===== config.mk =====
export PLATFORM = sky130hd
export DESIGN_NAME = uart_cmd_parser
export DESIGN_NICKNAME = d
export VERILOG_FILES = /design/src/rtl/uart_cmd_parser.sv
export SDC_FILE = /design/constraint.sdc
export NUM_CORES = 1
export LEC_CHECK = 0
export BUFFER_PORTS_ARGS = -buffer_cell sky130_fd_sc_hd__buf_2
export CAP_MARGIN = 0
export CORE_ASPECT_RATIO = 1.25
export CORE_MARGIN = 2
export CORE_UTILIZATION = 45
export CTS_CLUSTER_DIAMETER = 100
export DETAILED_ROUTE_END_ITERATION = 8
export GPL_ROUTABILITY_DRIVEN = 0
export HOLD_SLACK_MARGIN = 0.06
export PLACE_DENSITY = 0.79
export RECOVER_POWER = 50
export SYNTH_ARGS = -nofsm -noshare
export SYNTH_HDL_FRONTEND = slang
export SYNTH_SLANG_ARGS = --single-unit

===== constraint.sdc =====
create_clock -name CLOCK50 -period 2.12 [get_ports CLOCK50]
set_input_delay 0.106 -clock CLOCK50 [delete_from_list [all_inputs] [get_ports CLOCK50]]
set_output_delay 0.106 -clock CLOCK50 [all_outputs]
set_load 0.005 [all_outputs]

===== src/rtl/uart_cmd_parser.sv =====
// uart_cmd_parser: decodes host command bytes from the UART receiver into
// SD driver write/read block requests plus a BLOCK_LEN-byte payload stream.
// Command: opcode ('W' 0x57 or 'R' 0x52), then a 4-byte block address, MSB first.
// Optional build macro CMD_TIMEOUT_EN adds an inter-byte timeout that abandons
// a partial command or payload after TIMEOUT_CYCLES idle clocks.
module uart_cmd_parser #(
    parameter int BLOCK_LEN      = 512,
    parameter int TIMEOUT_CYCLES = 50_000_000
) (
    input  logic        CLOCK50,
    input  logic        RESET,
    input  logic        RX_STB,
    input  logic [7:0]  RX_DAT,
    output logic        RX_ACK,
    output logic        WR_STB,
    output logic [31:0] WR_ADDR,
    input  logic        WR_ACK,
    output logic        WD_STB,
    output logic [7:0]  WD_DATA,
    input  logic        WD_ACK,
    output logic        RD_STB,
    output logic [31:0] RD_ADDR,
    input  logic        RD_ACK,
    output logic        BUSY,
    output logic [7:0]  ERR_CNT
);

    localparam int             DCW   = $clog2(BLOCK_LEN) + 1;
    localparam logic [DCW-1:0] DLAST = DCW'(BLOCK_LEN - 1);

    typedef enum logic [2:0] {
        IDLE,
        ADDR,
        ISSUE_WR,
        ISSUE_RD,
        DATA_GET,
        DATA_PUT
    } state_t;

    state_t           state_q, state_d;
    logic [31:0]      addr_q, addr_d;
    logic [1:0]       addr_cnt_q, addr_cnt_d;
    logic [DCW-1:0]   data_cnt_q, data_cnt_d;
    logic             op_wr_q, op_wr_d;
    logic [7:0]       wd_data_q, wd_data_d;
    logic [7:0]       err_cnt_q, err_cnt_d;
    logic             rx_ack_q, rx_ack_d;
    logic             wr_stb_q, wr_stb_d;
    logic             rd_stb_q, rd_stb_d;
    logic             wd_stb_q, wd_stb_d;
    logic             accept;
    logic             err_inc;
    logic             tmo_fire;

    // A byte moves only when our registered ack meets the host strobe.
    assign accept = RX_STB && rx_ack_q;

`ifdef CMD_TIMEOUT_EN
    localparam int               TMO_W   = (TIMEOUT_CYCLES > 2) ? $clog2(TIMEOUT_CYCLES) : 1;
    localparam logic [TMO_W-1:0] TMO_MAX = TMO_W'(TIMEOUT_CYCLES - 1);

    logic [TMO_W-1:0] tmo_q, tmo_d;

    // Idle counter: runs only while waiting for a host byte, restarts on each byte.
    always_comb begin
        tmo_d    = '0;
        tmo_fire = 1'b0;
        if ((state_q == ADDR || state_q == DATA_GET) && !accept) begin
            if (tmo_q == TMO_MAX) begin
                tmo_fire = 1'b1;
            end else begin
                tmo_d = tmo_q + TMO_W'(1);
            end
        end
    end

    // Timeout counter register.
    always_ff @(posedge CLOCK50 or negedge RESET) begin
        if (!RESET) begin
            tmo_q <= '0;
        end else begin
            tmo_q <= tmo_d;
        end
    end
`else
    logic unused_tmo_param;
    assign unused_tmo_param = (TIMEOUT_CYCLES > 0);
    assign tmo_fire         = 1'b0;
`endif

    // Next-state and datapath decode; strobes are derived from the next state so
    // they are registered and stay up exactly as long as the issuing state lasts.
    always_comb begin
        state_d    = state_q;
        addr_d     = addr_q;
        addr_cnt_d = addr_cnt_q;
        data_cnt_d = data_cnt_q;
        op_wr_d    = op_wr_q;
        wd_data_d  = wd_data_q;
        err_cnt_d  = err_cnt_q;
        err_inc    = 1'b0;

        case (state_q)
            IDLE: begin
                if (accept) begin
                    if (RX_DAT == 8'h57 || RX_DAT == 8'h52) begin
                        op_wr_d    = (RX_DAT == 8'h57);
                        addr_cnt_d = 2'd0;
                        state_d    = ADDR;
                    end else begin
                        err_inc = 1'b1;
                    end
                end
            end
            ADDR: begin
                if (accept) begin
                    addr_d     = {addr_q[23:0], RX_DAT};
                    addr_cnt_d = addr_cnt_q + 2'd1;
                    if (addr_cnt_q == 2'd3) begin
                        state_d = op_wr_q ? ISSUE_WR : ISSUE_RD;
                    end
                end
            end
            ISSUE_WR: begin
                if (WR_ACK && wr_stb_q) begin
                    data_cnt_d = '0;
                    state_d    = DATA_GET;
                end
            end
            ISSUE_RD: begin
                if (RD_ACK && rd_stb_q) begin
                    state_d = IDLE;
                end
            end
            DATA_GET: begin
                if (accept) begin
                    wd_data_d = RX_DAT;
                    state_d   = DATA_PUT;
                end
            end
            DATA_PUT: begin
                if (WD_ACK && wd_stb_q) begin
                    data_cnt_d = data_cnt_q + DCW'(1);
                    state_d    = (data_cnt_q == DLAST) ? IDLE : DATA_GET;
                end
            end
            default: state_d = IDLE;
        endcase

        // Timeout wins over everything: the partial command is simply dropped.
        if (tmo_fire) begin
            state_d = IDLE;
            err_inc = 1'b1;
        end

        if (err_inc && err_cnt_q != 8'hFF) begin
            err_cnt_d = err_cnt_q + 8'd1;
        end

        wr_stb_d = (state_d == ISSUE_WR);
        rd_stb_d = (state_d == ISSUE_RD);
        wd_stb_d = (state_d == DATA_PUT);
        // Ack only a waiting byte, only in a byte-taking state, never two cycles running.
        rx_ack_d = RX_STB && !rx_ack_q &&
                   (state_d == IDLE || state_d == ADDR || state_d == DATA_GET);
    end

    // State and output registers.
    always_ff @(posedge CLOCK50 or negedge RESET) begin
        if (!RESET) begin
            state_q    <= IDLE;
            addr_q     <= '0;
            addr_cnt_q <= '0;
            data_cnt_q <= '0;
            op_wr_q    <= 1'b0;
            wd_data_q  <= '0;
            err_cnt_q  <= '0;
            rx_ack_q   <= 1'b0;
            wr_stb_q   <= 1'b0;
            rd_stb_q   <= 1'b0;
            wd_stb_q   <= 1'b0;
        end else begin
            state_q    <= state_d;
            addr_q     <= addr_d;
            addr_cnt_q <= addr_cnt_d;
            data_cnt_q <= data_cnt_d;
            op_wr_q    <= op_wr_d;
            wd_data_q  <= wd_data_d;
            err_cnt_q  <= err_cnt_d;
            rx_ack_q   <= rx_ack_d;
            wr_stb_q   <= wr_stb_d;
            rd_stb_q   <= rd_stb_d;
            wd_stb_q   <= wd_stb_d;
        end
    end

    assign RX_ACK  = rx_ack_q;
    assign WR_STB  = wr_stb_q;
    assign RD_STB  = rd_stb_q;
    assign WD_STB  = wd_stb_q;
    assign WR_ADDR = addr_q;
    assign RD_ADDR = addr_q;
    assign WD_DATA = wd_data_q;
    assign ERR_CNT = err_cnt_q;
    assign BUSY    = (state_q != IDLE);

endmodule

==> flow_metrics.tcl <==
set metrics [dict create \
    initial_core_util_pct 45.9 \
    yosysMostFrequentCell "dfrtp_1" \
    fin_skew_ns 0.0129 \
    dp.final_hpwl_mm 4.70 \
    critical_path_buf_inv_count 1 \
    path_max_fanout 34 \
    worstSetupEndpointType "flop" \
    synth-seq-area-share_pct 51.1 \
    numPortBuffers 98 \
    seqPwrFrac_pct 43.7 \
    synth_fa_ha_area_share_pct 1.13 \
    cp.required_ns 2.34 \
    hold_ws_ns 0.0844 \
    yosysWarnings 0 \
    hold_viol_final 0 \
    worstPathCellList "and3b_2, and2_2, buf_12, mux2_1" \
    reg2reg_to "RD_ADDR[1]" \
    synthFlopType "dfrtp_1" \
    cts_tree "yes" \
    crit_cells 4 \
    wl_per_cell_um 15.2 \
    synth_top_family_by_area "multiplexers" \
    rsz0062_at_grt "false" \
    dr.pass1.iters 4 \
    path_class "reg -> reg" \
    num_rows 35 \
    switching_power_uw 1640 \
    cts_sinks 68 \
    drv_cap 0 \
    antenna_found_initial 0 \
    finalMaxSlewViolations 0 \
    pwr-share-comb_pct 32.8 \
    p_per_area_mw_per_mm2 1270 \
    max_freq_ghz 0.564 \
    clockBufferDepth 2 \
    syn_area_mm2 0.00333 \
    fp.dieW_um 81.0 \
    numCtsBuffers 9 \
    vias_per_cell 5.13 \
    grt_max_degree 36 \
    r2r-start "state_q[2]" \
    tightest_slew_ns 0.839 \
    drt-total-wl_mm 6.65 \
    hp-class "in -> reg" \
    ys_types 50 \
    root_buffer "clkbuf_8" \
    synthCells 257 \
    synth_compound_area_share_pct 3.87 \
    p_int_uw 3390 \
    min_period_over_period_pct 83.7 \
    synth-xor-area-share_pct 3.68 \
    p_leak_uw 0.00205 \
    muxShareOfSynthArea_pct 17.7 \
    drc 0 \
    die_y_um 100 \
    cts_resized 0 \
    drt_iter0_drc 95 \
    htree_levels 3 \
    grt_pass1_wl_mm 10.5 \
    num_vias 2236 \
    min_period_ns 1.77 \
    drive_above_1_share_pct 41.3 \
    power_frac_clock_pct 23.5 \
    finalSetupTns_ns 0 \
    cp.arrival_ns 1.99 \
    finalSetupViolations 0 \
    synth_edf_count 0 \
    synthToLayoutAreaGrowth_pct 18.8 \
    async_flop_share_pct 100 \
    synthSimpleGateAreaFrac_pct 12.8 \
    cts_setup_buffers 0 \
    overflow 0 \
    max_stage_delay_ns 0.51 \
    avgSynthCellArea_um2 13.0 \
    ant_nets 0 \
    clk_latency_ns 0.34 \
    core_area_mm2 0.00727 \
    antenna_cells 0 \
    grt_pass1_vias 2132 \
    fin_nets 356 \
    syn_nets 274 \
    ys_top_cells_by_area "dfrtp_1 (51%), mux2_4 (13%), buf_4 (7.7%)" \
    switching_share_pct 32.5 \
    synth_top_area_share_pct 51.1 \
    io_pins 99 \
    die_area_mm2 0.00812 \
    ff2ff_path_depth 4 \
    yosys-top-cells-count "dfrtp_1 (68), buf_4 (34), mux2_4 (28), mux2_1 (13)" \
    reg2reg_slack_ns 0.35 \
    cp_slowest_cell "dfrtp_1" \
    grt_use_total_pct 17.1 \
    relSlewSlack_pct 44.1 \
    cp_top_family "simple AND/OR/NAND/NOR gates" \
    clk_pin_slew_ns 0.08 \
    min_delay_path_depth 2 \
    cp-start-kind "flop" \
    yosysTopAreaCell "dfrtp_1" \
    synth-seq-cells 68 \
    outcome "finished, final reports clean" \
    vdd_drop_max_mv 0.624 \
    holdPathEnd "RD_ADDR[2]" \
    hold_start "RX_DAT[2]" \
]
## sequential cells by signal (all words and copies together), names as in the netlist, 2 cells and up
| signal | cells |
|---|---|
| WD_DATA | 8 |
| state_q | 3 |
| data_cnt_q | 10 |
| addr_cnt_q | 2 |
| ERR_CNT | 8 |
| RD_ADDR | 32 |
## layer usage
layer	vias up	part of all wire, %	GRT usage [%]
met5	-	0	0
met4	0	1.4	6.65
met3	7	6.3	4.59
met2	83	48	28.0
li1	1043	-	-
met1	1103	44	21.3
## logic make-up (layout without fill, tap and decap cells)
family / Yosys count / count (layout)
AO/OA/AOI/OAI: 18 / 18
adder cells (fa/ha/maj): 3 / 3
buffers and inverters: 44 / 131
multiplexers: 43 / 43
XOR/XNOR: 14 / 14
AND/OR/NAND/NOR: 67 / 67
flip-flops: 68 / 68
## cell usage in the layout (no fill, tap or decap), types with 3 or more instances in the layout
cell type and n:
mux2_4 28, and3_1 3, a21oi_1 3, clkbuf_8 9, xor2_1 7, nor2b_1 3
dlygate4sd3_1 9, buf_2 83, nor2_1 10, nor4_1 6, and2_1 3, nand2_1 10
dfrtp_1 68, inv_1 3, nand3_1 5, nand4_1 4, clkbuf_1 15, nor3_1 3
ha_1 3, xnor2_1 7, mux2_1 13
## worst max-delay path by stage
stage / endpoint / slack [ns] / start
after floorplan: RD_ADDR[10] / 0.51 / state_q[2]
after global placement: RD_ADDR[3] / 0.40 / state_q[2]
after detailed placement: RD_ADDR[0] / 0.35 / state_q[2]
after CTS: RD_ADDR[0] / 0.34 / state_q[2]
after global routing: RX_ACK / 0.22 / state_q[0]
final: RD_ADDR[1] / 0.35 / state_q[2]
## area by class of cell
class | instances | area (µm²)
multi-input combinational | 145 | 1310
fill | 643 | 3310
clock inverter | 7 | 98.8
clock buffer | 9 | 124
timing repair buffer | 111 | 599
inverter | 4 | 15.0
sequential | 68 | 1700
tap | 92 | 115
## repair_timing
item | 4_1_cts | 5_1_grt
hold buffers | 9 | 0
endpoints found under the hold margin | 82 | 0
setup endpoints to repair | 0 | 0
## per-stage QoR
step                      cells  instance area, µm²  total power (µW)  utilization (%)  setup slack [ns]
after floorplan             257                3330              3380                -             0.507
after global placement      411                3670              3820             50.5             0.396
after detailed placement    411                3670              3890             50.5             0.348
after CTS                   436                3990              5100             54.8             0.344
after global routing        436                3960              5360             54.5             0.222
final                       436                3960              5030             54.5             0.346
## power by group through the flow
stage / Sequential (µW) / Clock [µW] / Combinational, µW
6_report: 2200 / 1180 / 1650
5_1_grt: 2270 / 1270 / 1820
4_1_cts: 2190 / 1210 / 1700
3_5_place_dp: 2210 / 0 / 1670
3_3_place_gp: 2180 / 0 / 1630
2_1_floorplan: 2150 / 0 / 1230
(Power assumes the default switching activity.)
